`src/rtl/rp_reconfig_ctrl.sv`:
```
// rp_reconfig_ctrl: partial-reconfiguration sequencer (reset, wait-active, run, shutdown, load).
// Optional shutdown-ack timeout enabled by defining RP_SHUTDOWN_TIMEOUT_EN.
module rp_reconfig_ctrl #(
  parameter int TIMEOUT_CYCLES = 65536,
  parameter int RESET_CYCLES   = 16
) (
  input  logic       clk,
  input  logic       rst,
  input  logic       reconf_req,
  input  logic       reconf_done,
  output logic       shutdown_req,
  input  logic       shutdown_ack,
  input  logic       rp_active,
  output logic       decouple,
  output logic       rst_prc_n,
  output logic       reconf_ready,
  output logic       timeout_flag,
  output logic [2:0] state
);
  localparam logic [2:0] S_RESET = 3'd0;
  localparam logic [2:0] S_WAIT  = 3'd1;
  localparam logic [2:0] S_RUN   = 3'd2;
  localparam logic [2:0] S_SHUT  = 3'd3;
  localparam logic [2:0] S_LOAD  = 3'd4;
  localparam int RW = $clog2(RESET_CYCLES + 1);
  logic [1:0]    sync_q, sync_d;
  logic [2:0]    state_q, state_d;
  logic [RW-1:0] rcnt_q, rcnt_d;
  logic          decouple_q, decouple_d;
  logic          rst_prc_n_q, rst_prc_n_d;
  logic          shutdown_req_q, shutdown_req_d;
  logic          reconf_ready_q, reconf_ready_d;
`ifdef RP_SHUTDOWN_TIMEOUT_EN
  localparam int WW = $clog2(TIMEOUT_CYCLES + 1);
  logic [WW-1:0] wcnt_q, wcnt_d;
  logic          tflag_q, tflag_d;
  logic          tmo;
  assign tmo = wcnt_q >= WW'(TIMEOUT_CYCLES - 1);
`else
  localparam int unused_timeout = TIMEOUT_CYCLES;
`endif
  always_comb begin
    sync_d  = {sync_q[0], 1'b1};
    state_d = S_RESET;
    rcnt_d  = '0;
`ifdef RP_SHUTDOWN_TIMEOUT_EN
    wcnt_d  = '0;
    tflag_d = tflag_q;
`endif
    case (state_q)
      S_RESET: begin
        rcnt_d  = !sync_q[1] ? '0 : (rcnt_q == RW'(RESET_CYCLES)) ? rcnt_q : rcnt_q + RW'(1);
        state_d = (sync_q[1] && rcnt_q >= RW'(RESET_CYCLES - 1)) ? S_WAIT : S_RESET;
      end
      S_WAIT: state_d = rp_active ? S_RUN : S_WAIT;
      S_RUN: begin
        state_d = reconf_req ? S_SHUT : S_RUN;
`ifdef RP_SHUTDOWN_TIMEOUT_EN
        tflag_d = reconf_req ? 1'b0 : tflag_q;
`endif
      end
      S_SHUT: begin
`ifdef RP_SHUTDOWN_TIMEOUT_EN
        wcnt_d  = (wcnt_q == '1) ? wcnt_q : wcnt_q + WW'(1);
        state_d = (shutdown_ack || tmo) ? S_LOAD : S_SHUT;
        tflag_d = (!shutdown_ack && tmo) ? 1'b1 : tflag_q;
`else
        state_d = shutdown_ack ? S_LOAD : S_SHUT;
`endif
      end
      S_LOAD:  state_d = reconf_done ? S_RESET : S_LOAD;
      default: state_d = S_RESET;
    endcase
    decouple_d     = state_d != S_RUN;
    rst_prc_n_d    = !(state_d == S_RESET || state_d == S_LOAD);
    shutdown_req_d = state_d == S_SHUT;
    reconf_ready_d = state_d == S_LOAD;
  end
  always_ff @(posedge clk or posedge rst) begin
    if (rst) begin
      sync_q         <= '0;
      state_q        <= S_RESET;
      rcnt_q         <= '0;
      decouple_q     <= 1'b1;
      rst_prc_n_q    <= 1'b0;
      shutdown_req_q <= 1'b0;
      reconf_ready_q <= 1'b0;
    end else begin
      sync_q         <= sync_d;
      state_q        <= state_d;
      rcnt_q         <= rcnt_d;
      decouple_q     <= decouple_d;
      rst_prc_n_q    <= rst_prc_n_d;
      shutdown_req_q <= shutdown_req_d;
      reconf_ready_q <= reconf_ready_d;
    end
  end
`ifdef RP_SHUTDOWN_TIMEOUT_EN
  always_ff @(posedge clk or posedge rst) begin
    if (rst) begin
      wcnt_q  <= '0;
      tflag_q <= 1'b0;
    end else begin
      wcnt_q  <= wcnt_d;
      tflag_q <= tflag_d;
    end
  end
  assign timeout_flag = tflag_q;
`else
  assign timeout_flag = 1'b0;
`endif
  assign state        = state_q;
  assign decouple     = decouple_q;
  assign rst_prc_n    = rst_prc_n_q;
  assign shutdown_req = shutdown_req_q;
  assign reconf_ready = reconf_ready_q;
endmodule

```
`config.mk`:
```
export PLATFORM = sky130hd
export DESIGN_NAME = rp_reconfig_ctrl
export DESIGN_NICKNAME = d
export VERILOG_FILES = /design/src/rtl/rp_reconfig_ctrl.sv
export SDC_FILE = /design/constraint.sdc
export NUM_CORES = 1
export LEC_CHECK = 0
export ABC_AREA = 1
export CAP_MARGIN = 10
export CORE_UTILIZATION = 50
export DETAILED_ROUTE_END_ITERATION = 10
export GPL_TIMING_DRIVEN = 0
export PLACE_DENSITY_LB_ADDON = 0.1
export RECOVER_POWER = 25
export SLEW_MARGIN = 25
export SYNTH_ARGS = -nofsm -noshare
export SYNTH_HDL_FRONTEND = slang
export SYNTH_SLANG_ARGS = --single-unit
```
`constraint.sdc`:
```
create_clock -name clk -period 2.15 [get_ports clk]
set_input_delay 0.215 -clock clk [delete_from_list [all_inputs] [get_ports clk]]
set_output_delay 0.215 -clock clk [all_outputs]
set_load 0.02 [all_outputs]
```
### Word-level counts from Yosys, hierarchy flattened

Index checks and enable logic that the tools add are counted.

* output and inout port bits: 8
* register bits: 14
* word-level logic and storage cells: 32
* bits of input ports: 6

* mux-type cells: 9
* add/sub/neg operators: 1
* equal/unequal tests: 9
* magnitude comparators: 1
* reduce and logical (&&, ||, !) cells: 5

Operators by type and width (count)
* $mux W5: 3
* $pmux W3 S5: 1
* $eq A3 B2 Y1 const B: 3
* $eq A3 B3 Y1 const B: 2
* $logic_not A3 Y1: 2
* $mux W3: 2
* $add A5 B1 Y5 const B: 1
* $eq A5 B5 Y1 const B: 1
* $ge A5 B4 Y1 const B: 1
* $eq A3 B1 Y1 const B: 1
* $ne A3 B2 Y1 const B: 1
* $ne A3 B3 Y1 const B: 1
* $mux W1: 2
* $mux W2: 1
* $logic_and A1 B1 Y1: 1
* $logic_not A1 Y1: 1
* $logic_or A1 B1 Y1: 1

### Logic depth before layout (Yosys ltp)

Gate-level depths: netlist of run 1.

* depth after elaboration: 7
* depth in mapped cells: 8
* depth with buffers taken out: 8

### Worst setup path after synthesis of run 1

No wires, ideal clock.

* path kind: reg-to-reg
* from: register rcnt_q[0]
* to: register rst_prc_n_q (netlist: rst_prc_n)
* data required time: 2.022 ns
* path slack: 0.874 ns
* data arrival time: 1.148 ns
* stages on the path, launching flop included: 9
* setup time: 0.128 ns
* period minus slack after synthesis: 1.276 ns
* buffers on the path: 0
* cell sequence: dfrtp_1 > ha_1 > nand2_1 > nor2_1 > ha_1 > nor2_1 > nand2_1 > nand2_1 > nand3_1

* longest elaborated chain between the ends: 7
* elaborated cells on any way between the ends: 8
* classes of those cells: order compare: 1; eq/ne: 1; mux: 2; reduce/logical: 4

Ends and longest elaborated chain
* from (decl): RTL line 28 `logic [RW-1:0] rcnt_q, rcnt_d;`
* from (signal assigned): RTL line 91 `rcnt_q <= rcnt_d;`
* $ge A5 B4 Y1 *: RTL line 53 `state_d = (sync_q[1] && rcnt_q >= RW'(RESET_CYCLES - 1)) ? S_WAIT : S_RESET;`
* $logic_and A1 B1 Y1 *: RTL line 53
* $mux W1 *: RTL line 53
* $pmux W3 S5 *: RTL line 50 `case (state_q)`
* $eq A3 B3 Y1 / $logic_not A3 Y1 (equally long branches): RTL line 75 `rst_prc_n_d = !(state_d == S_RESET || state_d == S_LOAD);`
* $logic_or A1 B1 Y1 *: RTL line 75
* $logic_not A1 Y1 *: RTL line 75
* net rst_prc_n_d: RTL line 30 `logic rst_prc_n_q, rst_prc_n_d;`
* to (signal assigned): RTL line 93 `rst_prc_n_q <= rst_prc_n_d;`
* to (decl): RTL line 30

Mark *: on every way through the listed nets, which the timed path passes. The rest lies on a longest branch.
A chain may end at the register's enable or synchronous reset.

### Worst setup path in the final report of run 1

* from: register decouple_q (netlist: decouple)
* to: output port decouple

RTL lines
* from (decl): RTL line 29 `logic decouple_q, decouple_d;`
* from (signal assigned): RTL line 92 `decouple_q <= decouple_d;`
* to (decl): RTL line 14 `output logic decouple,`

No word-level cell between the ends.

==> results of run 1 <==
-- routing by layer --
metal / vias to the layer above / track usage, % / wire [µm]
met1: 230 / 22.0 / 502
met5: - / 0 / 0
li1: 265 / - / -
met3: 0 / 10.5 / 61
met4: 0 / 2.59 / 0
met2: 13 / 30.9 / 532
-- cell type report --
type	count	area, µm²	share of cell area [%]
multi-input cells	48	251	30.0
flip-flops and latches	14	352	41.9
inverters	14	53.8	6.42
well taps	14	17.5	2.09
plain buffers	1	7.51	0.896
clock buffers	4	36.3	4.33
repair buffers	12	120	14.3
-- Yosys cell counts, drive strengths merged --
cell type / instances / area share (%)
nand2: 13 / 7.3
ha: 3 / 5.7
nand4: 1 / 0.94
conb: 2 / 1.1
dfrtp: 13 / 49
nor3: 2 / 2.3
nor2: 12 / 7.9
a21oi: 1 / 0.75
xnor2: 1 / 1.3
nand3: 7 / 6.0
clkinv: 1 / 0.75
o21ai: 6 / 4.5
buf: 1 / 1.1
inv: 13 / 7.3
dfstp: 1 / 4.0
-- per-stage QoR --
step,area [µm²],std cells
after global placement,802,103
after floorplan,664,77
after CTS,838,107
final,838,107
after global routing,838,107
after detailed placement,802,103
-- registers in the layout (all words and copies together), names as in the netlist --
register      flops
reconf_ready      1
rst_prc_n         1
decouple          1
state             3
sync_q            2
rcnt_q            5
shutdown_req      1
-- power by group through the flow --
| stage | registers (W) | clock network [W] | logic, W |
|---|---|---|---|
| 2_1_floorplan | 0.000444 | 0 | 0.000158 |
| 3_3_place_gp | 0.000387 | 0 | 0.000349 |
| 3_5_place_dp | 0.000393 | 0 | 0.000362 |
| 4_1_cts | 0.000388 | 0.000189 | 0.000362 |
| 5_1_grt | 0.000396 | 0.000196 | 0.000402 |
| 6_report | 0.000387 | 0.000184 | 0.000360 |
-- worst max path at each step --
stage,to,depth (start not counted),from
5_1_grt,decouple,1,decouple$_DFF_PP1_
3_3_place_gp,rst_prc_n$_DFF_PP0_,8,rcnt_q[0]$_DFFE_PP0P_
2_1_floorplan,rst_prc_n$_DFF_PP0_,8,rcnt_q[0]$_DFFE_PP0P_
6_report,decouple,1,decouple$_DFF_PP1_
3_5_place_dp,rst_prc_n$_DFF_PP0_,8,rcnt_q[0]$_DFFE_PP0P_
4_1_cts,decouple,1,decouple$_DFF_PP1_
-- logic make-up (layout without fill, tap and decap cells) --
family	after synthesis	after routing	share of synthesized area [%]
compound gates	7	7	5.27
xor+xnor	1	1	1.32
fa+ha+maj	3	3	5.65
buf+inv	15	31	9.23
flops	14	14	52.9
other cells	2	2	1.13
simple gates	35	35	24.5
==> results.json, run 1 <==
{
  "grt_pass1_vias": 452,
  "p_switching_w": 0.000343,
  "finalPower_w": 0.000930,
  "finalSetupViolations": 0,
  "area_growth_pct": 26.2,
  "hold_slack_ps": 356,
  "finalWorstSetupSlack_ps": 550,
  "ctsHoldBuffers": 0,
  "setup_tns_ps": 0,
  "via_per_inst": 4.75,
  "gp_congestion": 0.859,
  "cts.sinks": 14,
  "fmax_mhz": 625,
  "nNetsFinal": 103,
  "hp-class": "reg -> reg",
  "worstSetupStartpointType": "register",
  "cts_resized": 0,
  "worst_path_largest_cell_delay_ps": 590,
  "num_antenna_cells": 0,
  "seq_area_frac_synth_pct": 52.9,
  "clk_pin_slew_ps": 80,
  "ctsLongestPathBuffers": 2,
  "h-tree-depth": 1,
  "cp_data_required_time_ps": 1930,
  "critical_path_class": "reg -> out",
  "place_hpwl_um": 879,
  "grt_max_degree": 15,
  "min_period_ps": 1600,
  "arrival_ps": 1390,
  "p_comb_share_pct": 38.7,
  "io_buffers": 12,
  "final_util_pct": 71.6,
  "seqPwrFrac_pct": 41.6,
  "netlist_area_um2": 664,
  "synth_cell_types": 20,
  "crit_fanout": 1,
  "dr.pass1.iters": 3,
  "drc": 0,
  "avgRoutedWirePerCell_um": 10.3,
  "switching_share_pct": 36.8,
  "antenna_found_initial": 0,
  "core_area_um2": 1170,
  "rrSetupSlack_ps": 720,
  "whs_endpoint": "sync_q[1]$_DFF_PP0_",
  "layout_worst_path_cycle_share_pct": 74.4,
  "cp_top_family": "buffers and inverters",
  "rr_worst_depth": 8,
  "irDropWorstVdd_uv": 836,
  "die_h_um": 38.5,
  "wl_um": 1100,
  "cts_setup_buffers": 0,
  "crit-reg2reg-capture": "rst_prc_n$_DFF_PP0_",
  "gr-usage-all-layers_pct": 18.8,
  "overflow": 0,
  "p_int_w": 0.000588,
  "min-delay-start": "sync_q[0]$_DFF_PP0_",
  "r2r-start": "rcnt_q[0]$_DFFE_PP0P_",
  "syn_avg_cell_area_um2": 8.63,
  "place_ws_ps": 742,
  "yosys_register_bits": 14,
  "grt_first_pass_wirelength_um": 1800,
  "synth_nets": 86,
  "powerDensity_nw_per_um2": 1110,
  "cts_made_buffers": 3,
  "clock_latency_ps": 280,
  "ios": 14,
  "skew_ps": 5.45,
  "antenna_left": 0,
  "leakage_nw": 0.420,
  "die_x_um": 38.5,
  "start_util_pct": 56.7,
  "critPathSlowestCell": "clkdlybuf4s50_1",
  "drtIter0Drc": 7,
  "drv_cap": 0,
  "synth_cells": 77,
  "final_cell_mix": "nand2_1, dfrtp_1, inv_1",
  "critPathCaptureType": "output port",
  "drive_gt1_share_pct": 14.0,
  "ys_warn_count": 0,
  "fp-row-count": 12,
  "cts_root_buf": "clkbuf_4",
  "nFillCells": 100,
  "holdPathStages": 0,
  "rsz0062_at_grt": "false",
  "clock_power_share_pct": 19.7,
  "drv_slew": 0,
  "num_vias": 508,
  "status": "complete, no violations",
  "cts_tree": "built",
  "die-area_um2": 1480,
  "hold_violations": 0,
  "crit_chain": "clkdlybuf4s50_1",
  "path_buf_inv": 1
}
Note: power is estimated with default switching activity, not from simulation.
==> run 2, diff against run 1 <==
--- a/config.mk
+++ b/config.mk
@@ -7,7 +7,7 @@
 export LEC_CHECK = 0
 export ABC_AREA = 1
 export CAP_MARGIN = 10
-export CORE_UTILIZATION = 50
+export CORE_UTILIZATION = 47
 export DETAILED_ROUTE_END_ITERATION = 10
 export GPL_TIMING_DRIVEN = 0
 export PLACE_DENSITY_LB_ADDON = 0.1
==> constraint.sdc (replaced) <==
create_clock -name clk -period 1.58 [get_ports clk]
set_input_delay 0.158 -clock clk [delete_from_list [all_inputs] [get_ports clk]]
set_output_delay 0.158 -clock clk [all_outputs]
set_load 0.02 [all_outputs]
==> run 2 against run 1 <==
  * Worst hold slack worse by 19 ps
  * Critical path type unchanged
  * Flip-flop and latch count is the same
  * First-iteration DRC count up 57%
  * Critical endpoint unchanged
  * Critical path depth stayed put
  * Clock skew fell by 3.2 ps
  * Non-clock buffer count stayed put
==> results.json, run 2 (synthesis results as in run 1) <==
{
  "status": "complete, no violations",
  "critical_path_class": "reg -> out",
  "hold_slack_ps": 336,
  "ios": 14,
  "clk_pin_slew_ps": 90,
  "final_util_pct": 64.5,
  "cts_setup_buffers": 0,
  "min_period_ps": 1540,
  "grt_pass1_vias": 442,
  "critPathCaptureType": "output port",
  "drc": 0,
  "die_x_um": 39.6,
  "fp-row-count": 13,
  "layout_worst_path_cycle_share_pct": 97.4,
  "ctsLongestPathBuffers": 2,
  "h-tree-depth": 1,
  "io_buffers": 12,
  "gr-usage-all-layers_pct": 17.7,
  "avgRoutedWirePerCell_um": 10.7,
  "crit_chain": "clkdlybuf4s50_1",
  "largest_reg_flops": 5,
  "rrSetupSlack_ps": 150,
  "via_per_inst": 4.79,
  "hold_violations": 0,
  "arrival_ps": 1380,
  "start_util_pct": 51.1,
  "finalSetupViolations": 0,
  "cp_data_required_time_ps": 1420,
  "crit_fanout": 1,
  "drtIter0Drc": 11,
  "cts_tree": "built",
  "skew_ps": 2.24,
  "die-area_um2": 1570,
  "worst_path_largest_cell_delay_ps": 590,
  "antenna_found_initial": 0,
  "fmax_mhz": 650,
  "ctsHoldBuffers": 0,
  "core_area_um2": 1300,
  "r2r-start": "rcnt_q[0]$_DFFE_PP0P_",
  "grt_max_degree": 15,
  "final_cell_mix": "nand2_1, dfrtp_1, inv_1",
  "dr.pass1.iters": 4,
  "rsz0062_at_grt": "false",
  "cts_resized": 0,
  "cts_made_buffers": 3,
  "overflow": 0,
  "clock_latency_ps": 270,
  "wl_um": 1150,
  "die_h_um": 39.6,
  "placed_area_um2": 803,
  "grt_first_pass_wirelength_um": 1750,
  "antenna_left": 0,
  "path_buf_inv": 1,
  "drv_cap": 0,
  "critPathSlowestCell": "clkdlybuf4s50_1",
  "hp-class": "in -> async",
  "drive_gt1_share_pct": 14.0,
  "drv_slew": 0,
  "cts_root_buf": "clkbuf_4",
  "crit_start": "decouple$_DFF_PP1_",
  "regMostFlops": "rcnt_q",
  "num_antenna_cells": 0,
  "nNetsFinal": 103,
  "powerDensity_nw_per_um2": 1500,
  "num_vias": 517,
  "worstSetupStartpointType": "register",
  "area_growth_pct": 26.4,
  "setup_tns_ps": 0,
  "leakage_nw": 0.420,
  "gp_congestion": 0.792,
  "finalInstanceArea_um2": 840,
  "irDropWorstVdd_uv": 939,
  "place_hpwl_um": 877,
  "finalPower_w": 0.00126,
  "cp_top_family": "buffers and inverters",
  "cts.sinks": 14
}
run 2: cell counts in the layout (fill, tap and decap cells not counted):
Identical to the previous run, type by type.
run 2: path summary, 6_finish.rpt:
kind,to,depth (start not counted)
setup / recovery,decouple,1
hold / removal,rcnt_q[3]$_DFFE_PP0P_,2
setup reg to reg,rst_prc_n$_DFF_PP0_,8
hold reg to reg,sync_q[1]$_DFF_PP0_,0
max in group asynchronous,decouple$_DFF_PP1_,2
min in group clk,sync_q[1]$_DFF_PP0_,0
run 2: power breakdown:
group	switching, W	internal (W)	total (W)
clock network	0.000115	0.000140	0.000255
registers	0.0000713	0.000451	0.000523
logic	0.000274	0.000207	0.000481
run 2: metal layers:
metal | part of all wire, % | global-route usage (%) | vias up
met2 | 49 | 28.3 | 9
met4 | 0.87 | 7.76 | 0
met3 | 3.3 | 5.11 | 2
li1 | - | - | 267
met1 | 46 | 22.0 | 239
met5 | 0 | 0 | -
run 2: final cells by class:
cell class	count	area (µm²)
Fill cell	125	462
Sequential cell	14	352
Multi-Input combinational cell	48	251
Timing Repair Buffer	12	120
Inverter	14	53.8
Clock buffer	4	36.3
Tap cell	15	18.8
Buffer	1	7.51
run 2: stage by stage:
stage | cells | worst slack [ps]
6_report | 108 | 40.5
5_1_grt | 108 | 5.06
4_1_cts | 108 | 26.3
3_5_place_dp | 104 | 156
3_3_place_gp | 104 | 180
2_1_floorplan | 77 | 304
==> run 3, diff against run 2 <==
==> constraint.sdc (replaced) <==
create_clock -name clk -period 1.58 [get_ports clk]
set_input_delay 0.158 -clock clk [delete_from_list [all_inputs] [get_ports clk]]
set_output_delay 0.158 -clock clk [all_outputs]
set_load 0.1 [all_outputs]
==> run 3 against run 2 <==
  * Register-to-register slack worse by 40 ps
  * Global-route usage up 0.92 points
  * Critical endpoint unchanged
  * Worst setup slack better by 41 ps
  * Via count up 0.19%
  * Routed wire length down 1.5%
  * Non-clock buffer count unchanged
  * First-iteration DRC count up 9.1%
  * Power up 31%
  * Cell area up 1.2%
  * Maximum frequency up 2.7%
  * Utilization up 0.77 points
  * Clock skew about the same
==> results.json, run 3 (synthesis results as in run 1) <==
{
  "ios": 14,
  "switching_share_pct": 52.7,
  "cp_data_required_time_ps": 1420,
  "irDropWorstVdd_uv": 1050,
  "final_common_cell": "nand2_1",
  "finalWorstSetupSlack_ps": 81.4,
  "timing.slew.headroom_pct": 63.7,
  "layoutNonFillerInstCount": 108,
  "die-area_um2": 1570,
  "p_int_w": 0.000781,
  "drtIter0Drc": 12,
  "cts_root_buf": "clkbuf_4",
  "cts.sinks": 14,
  "antenna_left": 0,
  "tightest_slew_ps": 547,
  "num_antenna_cells": 0,
  "hp-class": "in -> async",
  "h-tree-depth": 1,
  "largest_reg_flops": 5,
  "overflow": 0,
  "drv_cap": 0,
  "leakage_nw": 0.423,
  "grt_first_pass_wirelength_um": 1820,
  "worst_path_largest_cell_delay_ps": 540,
  "ctsHoldBuffers": 0,
  "num_vias": 518,
  "drv_slew": 0,
  "antenna_found_initial": 0,
  "fmax_mhz": 667,
  "clk_pin_slew_ps": 80,
  "worstSetupStartpointType": "register",
  "area_growth_pct": 27.9,
  "layout_worst_path_cycle_share_pct": 94.8,
  "place_ws_ps": -197,
  "clock_power_share_pct": 15.3,
  "critical_path_class": "reg -> out",
  "seqPwrFrac_pct": 31.9,
  "start_util_pct": 51.1,
  "cp_top_family": "buffers and inverters",
  "cts_made_buffers": 3,
  "critPathSlowestCell": "clkdlybuf4s15_2",
  "status": "complete, no violations",
  "gp_congestion": 0.822,
  "critPathCaptureType": "output port",
  "crit_fanout": 1,
  "via_per_inst": 4.80,
  "met3_wirelength_um": 57,
  "rsz0062_at_grt": "false",
  "grt_max_degree": 15,
  "nNetsFinal": 103,
  "die_h_um": 39.6,
  "gr-usage-all-layers_pct": 18.7,
  "crit_chain": "clkdlybuf4s15_2",
  "path_depth": 1,
  "drc": 0,
  "p_switching_w": 0.000870,
  "wl_met2_um": 527,
  "nFillCells": 110,
  "fp-row-count": 13,
  "core_area_um2": 1300,
  "place_hpwl_um": 878,
  "powerDensity_nw_per_um2": 1940,
  "place_inst": 104,
  "avgRoutedWirePerCell_um": 10.5,
  "p_comb_share_pct": 52.8,
  "regMostFlops": "rcnt_q",
  "min_period_ps": 1500,
  "clock_latency_ps": 270,
  "cts_tree": "built",
  "path_buf_inv": 1,
  "die_x_um": 39.6,
  "final_cell_mix": "nand2_1, inv_1, dfrtp_1",
  "grt_pass1_vias": 469,
  "hold_violations": 0,
  "cts_setup_buffers": 0,
  "wl_met1_um": 538,
  "finalSetupViolations": 0,
  "arrival_ps": 1340,
  "drive_gt1_share_pct": 22.6,
  "wl_um": 1140,
  "io_buffers": 12,
  "skew_ps": 2.10,
  "dr.pass1.iters": 4,
  "rr_worst_depth": 8,
  "dr.max_layer_used": "met4",
  "ctsLongestPathBuffers": 2
}
run 3: changes by cell type in the layout (fill, tap and decap cells not counted):
cell	delta
clkdlybuf4s50_1	-7
dfrtp_2	+1
clkdlybuf4s15_2	+7
dfrtp_1	-1
run 3: layout make-up:
class	count	area, µm²	area share [%]
inverters	14	53.8	6.33
flip-flops and latches	14	353	41.5
multi-input cells	48	251	29.6
clock buffers	4	36.3	4.27
well taps	15	18.8	2.21
repair buffers	12	129	15.2
plain buffers	1	7.51	0.884
run 3: repair_timing:
item                                   CTS  global route
setup endpoints to repair                7             0
gates resized for setup                 21             0
endpoints found under the hold margin    0             0
run 3: worst paths after layout:
path / start / end / slack (ps)
max: decouple$_DFF_PP1_ / decouple / 80
min: rst / shutdown_req$_DFF_PP0_ / 340
max reg2reg: rcnt_q[0]$_DFFE_PP0P_ / rst_prc_n$_DFF_PP0_ / 110
min reg2reg: sync_q[0]$_DFF_PP0_ / sync_q[1]$_DFF_PP0_ / 370
max in group asynchronous: rst / state[0]$_DFF_PP0_ / 880
min in group clk: sync_q[0]$_DFF_PP0_ / sync_q[1]$_DFF_PP0_ / 370
run 3: routing by layer:
metal | global-route usage (%) | up-vias
li1 | - | 264
met1 | 23.3 | 240
met2 | 27.5 | 12
met3 | 5.68 | 2
met4 | 12.1 | 0
met5 | 0 | -
run 3: power by group through the flow:
stage	sequential (W)	combinational, W	clock [W]
final	0.000526	0.000872	0.000253
after global placement	0.000529	0.000886	0
after CTS	0.000526	0.000879	0.000260
after detailed placement	0.000533	0.000896	0
after global routing	0.000536	0.000927	0.000278
after floorplan	0.00100	0.000224	0
run 3: stage by stage:
step	util, %	setup TNS, ps	hold slack (ps)	instance area [µm²]	total power [W]
global placement	61.8	-556	335	805	0.00142
CTS	65.3	0	217	850	0.00167
floorplan	-	0	46.4	666	0.00123
global route	65.3	0	385	850	0.00174
finish	65.3	0	337	850	0.00165
detailed placement	61.8	-599	357	805	0.00143
